**config.mk**
```make
export PLATFORM = sky130hd
export DESIGN_NAME = game_sequencer
export DESIGN_NICKNAME = d
export VERILOG_FILES = /design/src/rtl/game_sequencer.sv
export SDC_FILE = /design/constraint.sdc
export NUM_CORES = 1
export LEC_CHECK = 0
export CELL_PAD_IN_SITES_DETAIL_PLACEMENT = 1
export CELL_PAD_IN_SITES_GLOBAL_PLACEMENT = 2
export CORE_ASPECT_RATIO = 0.9
export CORE_MARGIN = 4
export CORE_UTILIZATION = 30
export DETAILED_ROUTE_END_ITERATION = 16
export PLACE_DENSITY_LB_ADDON = 0.08
export SYNTH_ARGS = -nofsm -noshare
export SYNTH_HDL_FRONTEND = slang
export SYNTH_SLANG_ARGS = --single-unit
export TNS_END_PERCENT = 100
```
**constraint.sdc**
```tcl
create_clock -name clk -period 3.5 [get_ports clk]
set_clock_uncertainty 0.15 [all_clocks]
set_input_delay 0.7 -clock clk [delete_from_list [all_inputs] [get_ports clk]]
set_output_delay 0.7 -clock clk [all_outputs]
set_load 0.03 [all_outputs]
```
**src/rtl/game_sequencer.sv**
```systemverilog
// game_sequencer: frame-level controller for the invaders top level.
// Runs on the pixel clock. During scanout it latches the first laser/alien overlap of each frame.
// At every frame boundary it commits that hit: the alien is cleared, score is bumped and
// hit_alien is held for one frame. It also owns the alien alive matrix and the game FSM.
// Optional build macro SCORE_BCD_EN: score is kept as 4-digit packed BCD instead of binary.

module game_sequencer #(
    parameter int unsigned NUM_ROWS          = 3,
    parameter int unsigned NUM_COLUMNS       = 5,
    parameter int unsigned POINTS_PER_ALIEN  = 10,
    parameter int unsigned WAVE_PAUSE_FRAMES = 60,
    localparam int unsigned NumAliens        = NUM_ROWS * NUM_COLUMNS,
    localparam int unsigned RowW             = (NUM_ROWS > 1) ? $clog2(NUM_ROWS) : 1,
    localparam int unsigned ColW             = (NUM_COLUMNS > 1) ? $clog2(NUM_COLUMNS) : 1
) (
    input  logic                 clk,
    input  logic                 reset,
    input  logic                 vsync,
    input  logic                 display_on,
    input  logic                 laser_gfx,
    input  logic                 alien_pixel,
    input  logic [RowW-1:0]      alien_row,
    input  logic [ColW-1:0]      alien_col,
    input  logic                 start,
    input  logic                 invaders_landed,
    output logic [NumAliens-1:0] alive_matrix,
    output logic                 hit_alien,
    output logic [15:0]          score,
    output logic [7:0]           wave,
    output logic [1:0]           game_state,
    output logic                 play_enable
);

    localparam int unsigned IdxW = (NumAliens > 1) ? $clog2(NumAliens) : 1;

    localparam logic [1:0] StIdle      = 2'd0;
    localparam logic [1:0] StPlay      = 2'd1;
    localparam logic [1:0] StWaveClear = 2'd2;
    localparam logic [1:0] StGameOver  = 2'd3;

    // ------------------------------------------------------------------------
    // Score arithmetic
    // ------------------------------------------------------------------------
`ifdef SCORE_BCD_EN
    localparam logic [15:0] PointsBcd = {
        4'((POINTS_PER_ALIEN / 1000) % 10),
        4'((POINTS_PER_ALIEN / 100) % 10),
        4'((POINTS_PER_ALIEN / 10) % 10),
        4'(POINTS_PER_ALIEN % 10)
    };

    // Decimal add with per-digit carry; a carry out of the thousands digit pins at 9999.
    function automatic logic [15:0] score_add(input logic [15:0] a);
        logic [4:0]  digit;
        logic        carry;
        logic [15:0] res;
        carry = 1'b0;
        res   = '0;
        for (int i = 0; i < 4; i++) begin
            digit = {1'b0, a[4*i +: 4]} + {1'b0, PointsBcd[4*i +: 4]} + {4'b0000, carry};
            if (digit >= 5'd10) begin
                digit = digit - 5'd10;
                carry = 1'b1;
            end else begin
                carry = 1'b0;
            end
            res[4*i +: 4] = digit[3:0];
        end
        return carry ? 16'h9999 : res;
    endfunction
`else
    // Binary add that pins at the top of the 16-bit range instead of wrapping.
    function automatic logic [15:0] score_add(input logic [15:0] a);
        logic [16:0] sum;
        sum = {1'b0, a} + 17'(POINTS_PER_ALIEN);
        return sum[16] ? 16'hFFFF : sum[15:0];
    endfunction
`endif

    // ------------------------------------------------------------------------
    // State
    // ------------------------------------------------------------------------
    logic                 vsync_q;
    logic [1:0]           state_q,   state_d;
    logic [NumAliens-1:0] alive_q,   alive_d;
    logic                 hit_q,     hit_d;
    logic [15:0]          score_q,   score_d;
    logic [7:0]           wave_q,    wave_d;
    logic                 pending_q, pending_d;
    logic [IdxW-1:0]      hit_idx_q, hit_idx_d;
    logic [7:0]           pause_q,   pause_d;
    logic                 armed_q,   armed_d;

    logic                 frame_tick;
    logic                 cap_in_range;
    logic [IdxW-1:0]      cap_idx;
    logic                 cap_alive;
    logic                 capture;

    assign frame_tick = vsync & ~vsync_q;

    // Decode the alien under the beam and decide whether this pixel is a new hit for the frame.
    always_comb begin
        cap_in_range = (32'(alien_row) < NUM_ROWS) && (32'(alien_col) < NUM_COLUMNS);
        cap_idx      = IdxW'(32'(alien_row) * NUM_COLUMNS + 32'(alien_col));
        cap_alive    = cap_in_range ? alive_q[cap_idx] : 1'b0;
        // Overlaps on the tick cycle are dropped so a hit never straddles two frames.
        capture      = (state_q == StPlay) & display_on & laser_gfx & alien_pixel &
                       cap_alive & ~pending_q & ~frame_tick;
    end

    // Frame-boundary commit and game FSM; between ticks only the capture latch moves.
    always_comb begin
        state_d   = state_q;
        alive_d   = alive_q;
        hit_d     = hit_q;
        score_d   = score_q;
        wave_d    = wave_q;
        pending_d = pending_q;
        hit_idx_d = hit_idx_q;
        pause_d   = pause_q;
        armed_d   = armed_q;

        if (frame_tick) begin
            case (state_q)
                StIdle: begin
                    if (start) begin
                        state_d   = StPlay;
                        alive_d   = '1;
                        score_d   = '0;
                        wave_d    = 8'd1;
                        hit_d     = 1'b0;
                        pending_d = 1'b0;
                    end
                end

                StPlay: begin
                    hit_d     = pending_q;
                    pending_d = 1'b0;
                    if (pending_q) begin
                        alive_d[hit_idx_q] = 1'b0;
                        score_d            = score_add(score_q);
                    end
                    // Landing wins over clearing the wave, but the same-tick hit still counts.
                    if (invaders_landed) begin
                        state_d = StGameOver;
                    end else if (alive_d == '0) begin
                        state_d = StWaveClear;
                        pause_d = 8'(WAVE_PAUSE_FRAMES);
                    end
                end

                StWaveClear: begin
                    hit_d   = 1'b0;
                    pause_d = pause_q - 8'd1;
                    if (pause_q <= 8'd1) begin
                        pause_d = 8'd0;
                        alive_d = '1;
                        wave_d  = (wave_q == 8'hFF) ? wave_q : wave_q + 8'd1;
                        state_d = StPlay;
                    end
                end

                default: begin
                    // Game over: a restart needs the button seen released at some tick first.
                    hit_d = 1'b0;
                    if (start && armed_q) begin
                        armed_d   = 1'b0;
                        state_d   = StPlay;
                        alive_d   = '1;
                        score_d   = '0;
                        wave_d    = 8'd1;
                        pending_d = 1'b0;
                    end else if (!start) begin
                        armed_d = 1'b1;
                    end
                end
            endcase
        end else if (capture) begin
            pending_d = 1'b1;
            hit_idx_d = cap_idx;
        end
    end

    // State registers with synchronous reset.
    always_ff @(posedge clk) begin
        if (reset) begin
            vsync_q   <= 1'b0;
            state_q   <= StIdle;
            alive_q   <= '1;
            hit_q     <= 1'b0;
            score_q   <= '0;
            wave_q    <= '0;
            pending_q <= 1'b0;
            hit_idx_q <= '0;
            pause_q   <= '0;
            armed_q   <= 1'b0;
        end else begin
            vsync_q   <= vsync;
            state_q   <= state_d;
            alive_q   <= alive_d;
            hit_q     <= hit_d;
            score_q   <= score_d;
            wave_q    <= wave_d;
            pending_q <= pending_d;
            hit_idx_q <= hit_idx_d;
            pause_q   <= pause_d;
            armed_q   <= armed_d;
        end
    end

    assign alive_matrix = alive_q;
    assign hit_alien    = hit_q;
    assign score        = score_q;
    assign wave         = wave_q;
    assign game_state   = state_q;
    assign play_enable  = (state_q == StPlay);

endmodule

```
==> results.sh, run 1 <==
export IMPL_start_util_pct=31.3
export IMPL_final_hold_violation_count=0
export IMPL_nFillCells=1223
export IMPL_max_cap_violations=0
export IMPL_synth_top_area_share_pct=36.9
export IMPL_antennaDiodeCount=0
export IMPL_syn_inst=388
export IMPL_synth_seq_cells=57
export IMPL_die_h_um=104
export IMPL_port_buffers=55
export IMPL_wl_um=9590
export IMPL_ys_seq_area_share_pct=36.9
export IMPL_ys_types=52
export IMPL_cts_sinks=57
export IMPL_startpoint_type="input port"
export IMPL_post_cts_resized=0
export IMPL_rows=34
export IMPL_outcome="finished clean"
export IMPL_route_detailed_drc=0
export IMPL_layout_cells_non_filler=582
export IMPL_htree_levels=3
export IMPL_final_area_um2=4120
export IMPL_grt_pass1_vias=3139
export IMPL_area_growth_pct=33.3
export IMPL_fin_nets=473
export IMPL_crit_fanout=5
export IMPL_leakagePower_nw=1.50
export IMPL_syn_nets=410
export IMPL_layout_setup_ws_ps=174
export IMPL_route_met2_wl_um=4440
export IMPL_ir_drop_mv=0.224
export IMPL_core_area_um2=9870
export IMPL_clock_latency_ps=330
export IMPL_wl_met1_um=4740
export IMPL_synth_area_leaders="dfxtp_1 37%, nand2_1 6.3%, o21ai_0 5.7%"
export IMPL_tightest_slew_ps=1030
export IMPL_period_share_pct=95.0
export IMPL_crit_path_end_kind="register"
export IMPL_yosysTopAreaCell="dfxtp_1"
export IMPL_ys_async_sr_fraction_pct=0
export IMPL_num_io_pins=56
export IMPL_top_layer="met4"
export IMPL_required_ps=3560
export IMPL_dr_pass1_iters=4
export IMPL_clk_pin_slew_ps=50
export IMPL_fmax_mhz=301
export IMPL_dieArea_um2=12000
export IMPL_cts_buffer_depth=2
export IMPL_place_area_um2=3830
export IMPL_syn_area_per_cell_um2=7.97
export IMPL_ys_warn_count=0
export IMPL_final_max_slew_violation_count=0
export IMPL_setup_viol_count_final=0
export IMPL_wl_per_cell_um=16.5
export IMPL_crit_type="input port to register"
export IMPL_antenna_found_initial=0
export IMPL_grt_pass1_wl_um=16100
export IMPL_cp_arrival_ps=3380
export IMPL_grtUsageTotal_pct=16.5
export IMPL_vias=3087
export IMPL_grt_max_degree=28
export IMPL_dpl_worst_slack_ps=-186
export IMPL_cts_root_buf="clkbuf_16"
export IMPL_post_cts_buffers=0
export IMPL_drive_gt1_share_pct=8.55
export IMPL_synth_edff_count=0
export IMPL_cts_hold_buf=0
export IMPL_rsz0062_at_grt="false"
export IMPL_final_setup_tns_ps=0
export IMPL_first_iter_violations=126
export IMPL_power_density_nw_per_um2=419
export IMPL_multi_input_area_um2=1850
export IMPL_grt_overflow_total=0
export IMPL_route_antenna_remaining_nets=0
export IMPL_ys_flop_type="dfxtp_1"
export IMPL_dpl_cell_count=566
export IMPL_cts_tree="done"
export IMPL_syn_area_um2=3090
export IMPL_max_slew_margin_pct=31.0
export IMPL_fin_crit_ps=3330
export IMPL_numCtsBuffers=9
export IMPL_hpwlAfterDp_um=7030
export IMPL_die_x_um=115
export IMPL_route_met3_wl_um=304
export IMPL_min_path_type="register to register"
export IMPL_routed_via_density=5.30
export IMPL_regArea_um2=1140
export IMPL_gp_congestion=0.806
-- path summary, 6_finish.rpt --
check                                   from                            to  slack [ps]  cells after the start
setup / recovery                alien_row[1]     hit_idx_q[0]$_SDFFE_PP0P_         170                     10
setup reg to reg  game_state[1]$_SDFFE_PP0P_  alive_matrix[3]$_SDFFE_PP1P_         840                      4
hold reg to reg         wave[1]$_SDFFE_PP0P_          wave[1]$_SDFFE_PP0P_         340                      2
hold / removal          wave[1]$_SDFFE_PP0P_          wave[1]$_SDFFE_PP0P_         340                      2
-- cell usage after synthesis (4+ instances only) --
master / count
nor2_1: 30
o21ai_0: 35
nor3_1: 16
nand2_1: 52
mux2i_1: 6
o31ai_1: 10
dfxtp_1: 57
and3_1: 5
nand2b_1: 10
nand3_1: 21
xor2_1: 6
a21oi_1: 34
nand4_1: 7
a31oi_1: 4
a211oi_1: 9
clkbuf_1: 13
ha_1: 8
inv_1: 7
nor2b_1: 6
-- critical path, cell delays in order --
cell and delay [ps]:
clkdlybuf4s50_1 420, ha_1 300, ha_1 210, fa_1 640, mux4_2 340, o21a_1 180
o21ai_1 170, buf_4 170, mux2i_1 190, nor2_1 50
-- state kept, by name (all words and copies together), names as in the netlist --
name / flops
vsync_q: 1
pending_q: 1
pause_q: 8
alive_matrix: 15
score: 16
game_state: 2
hit_alien: 1
armed_q: 1
wave: 8
hit_idx_q: 4
-- area by class of cell --
type / instances / share of cell area (%)
inverter: 7 / 0.638
clock inverter: 3 / 0.972
tap: 126 / 3.83
multi-input combinational: 307 / 44.9
clock buffer: 13 / 6.08
sequential: 57 / 27.7
timing repair buffer: 69 / 15.9
-- layout by cell type (no fill, tap or decap), drive strengths merged, types with 3 or more instances in the layout --
cell	netlist	final
nand4	7	7
mux4	3	3
nor4	5	5
o21ai	39	39
a31oi	4	4
nor3	16	16
clkbuf	13	13
o41ai	3	3
nand2	52	52
clkdlybuf4s50	0	55
xor2	6	6
inv	7	7
or3	4	4
and3	5	5
mux2i	6	6
nor2b	6	6
a21oi	35	35
ha	8	8
buf	4	14
nand2b	10	10
nand3	21	21
a211oi	9	9
dfxtp	57	57
o31ai	10	10
nor2	30	30
-- metrics by stage --
stage | power, mW | hold slack (ps) | util (%)
floorplan | 0.813 | 318 | -
global placement | 0.876 | 332 | 38.8
detailed placement | 0.879 | 334 | 38.8
CTS | 1.76 | 345 | 41.7
global route | 1.80 | 360 | 41.7
finish | 1.73 | 338 | 41.7
-- where the power goes --
group          internal (mW)  switching [mW]
clock                  0.568           0.296
sequential             0.657          0.0104
combinational         0.0811           0.115
total                   1.31           0.422
-- cell families (layout without fill, tap and decap cells) --
group           Yosys count  in the layout  synth area share, %
mux                       9              9                 4.13
fa+ha+maj                 9              9                 3.89
xor+xnor                  7              7                 1.98
compound gates          115            115                 23.0
flops                    57             57                 36.9
simple gates            167            167                 26.8
buf+inv                  24             92                 3.28
-- layer usage --
layer	vias to the layer above	track usage, %
met5	-	0
li1	1545	-
met3	10	4.13
met2	46	25.9
met4	0	4.78
met1	1486	22.3
No activity file was read; power rests on OpenSTA's default activity.
==> run 2: changes to the inputs <==
- CTS_CLUSTER_DIAMETER: not set -> 200
- CTS_CLUSTER_SIZE: not set -> 14
==> results of run 2 <==
Same layout as run 1: the final DEF is identical, and so are final timing and power.
==> run 3: changes to the inputs <==
- HOLD_SLACK_MARGIN: not set -> 0.15
==> results of run 3 <==
Same layout as run 1: the final DEF is identical, and so are final timing and power.
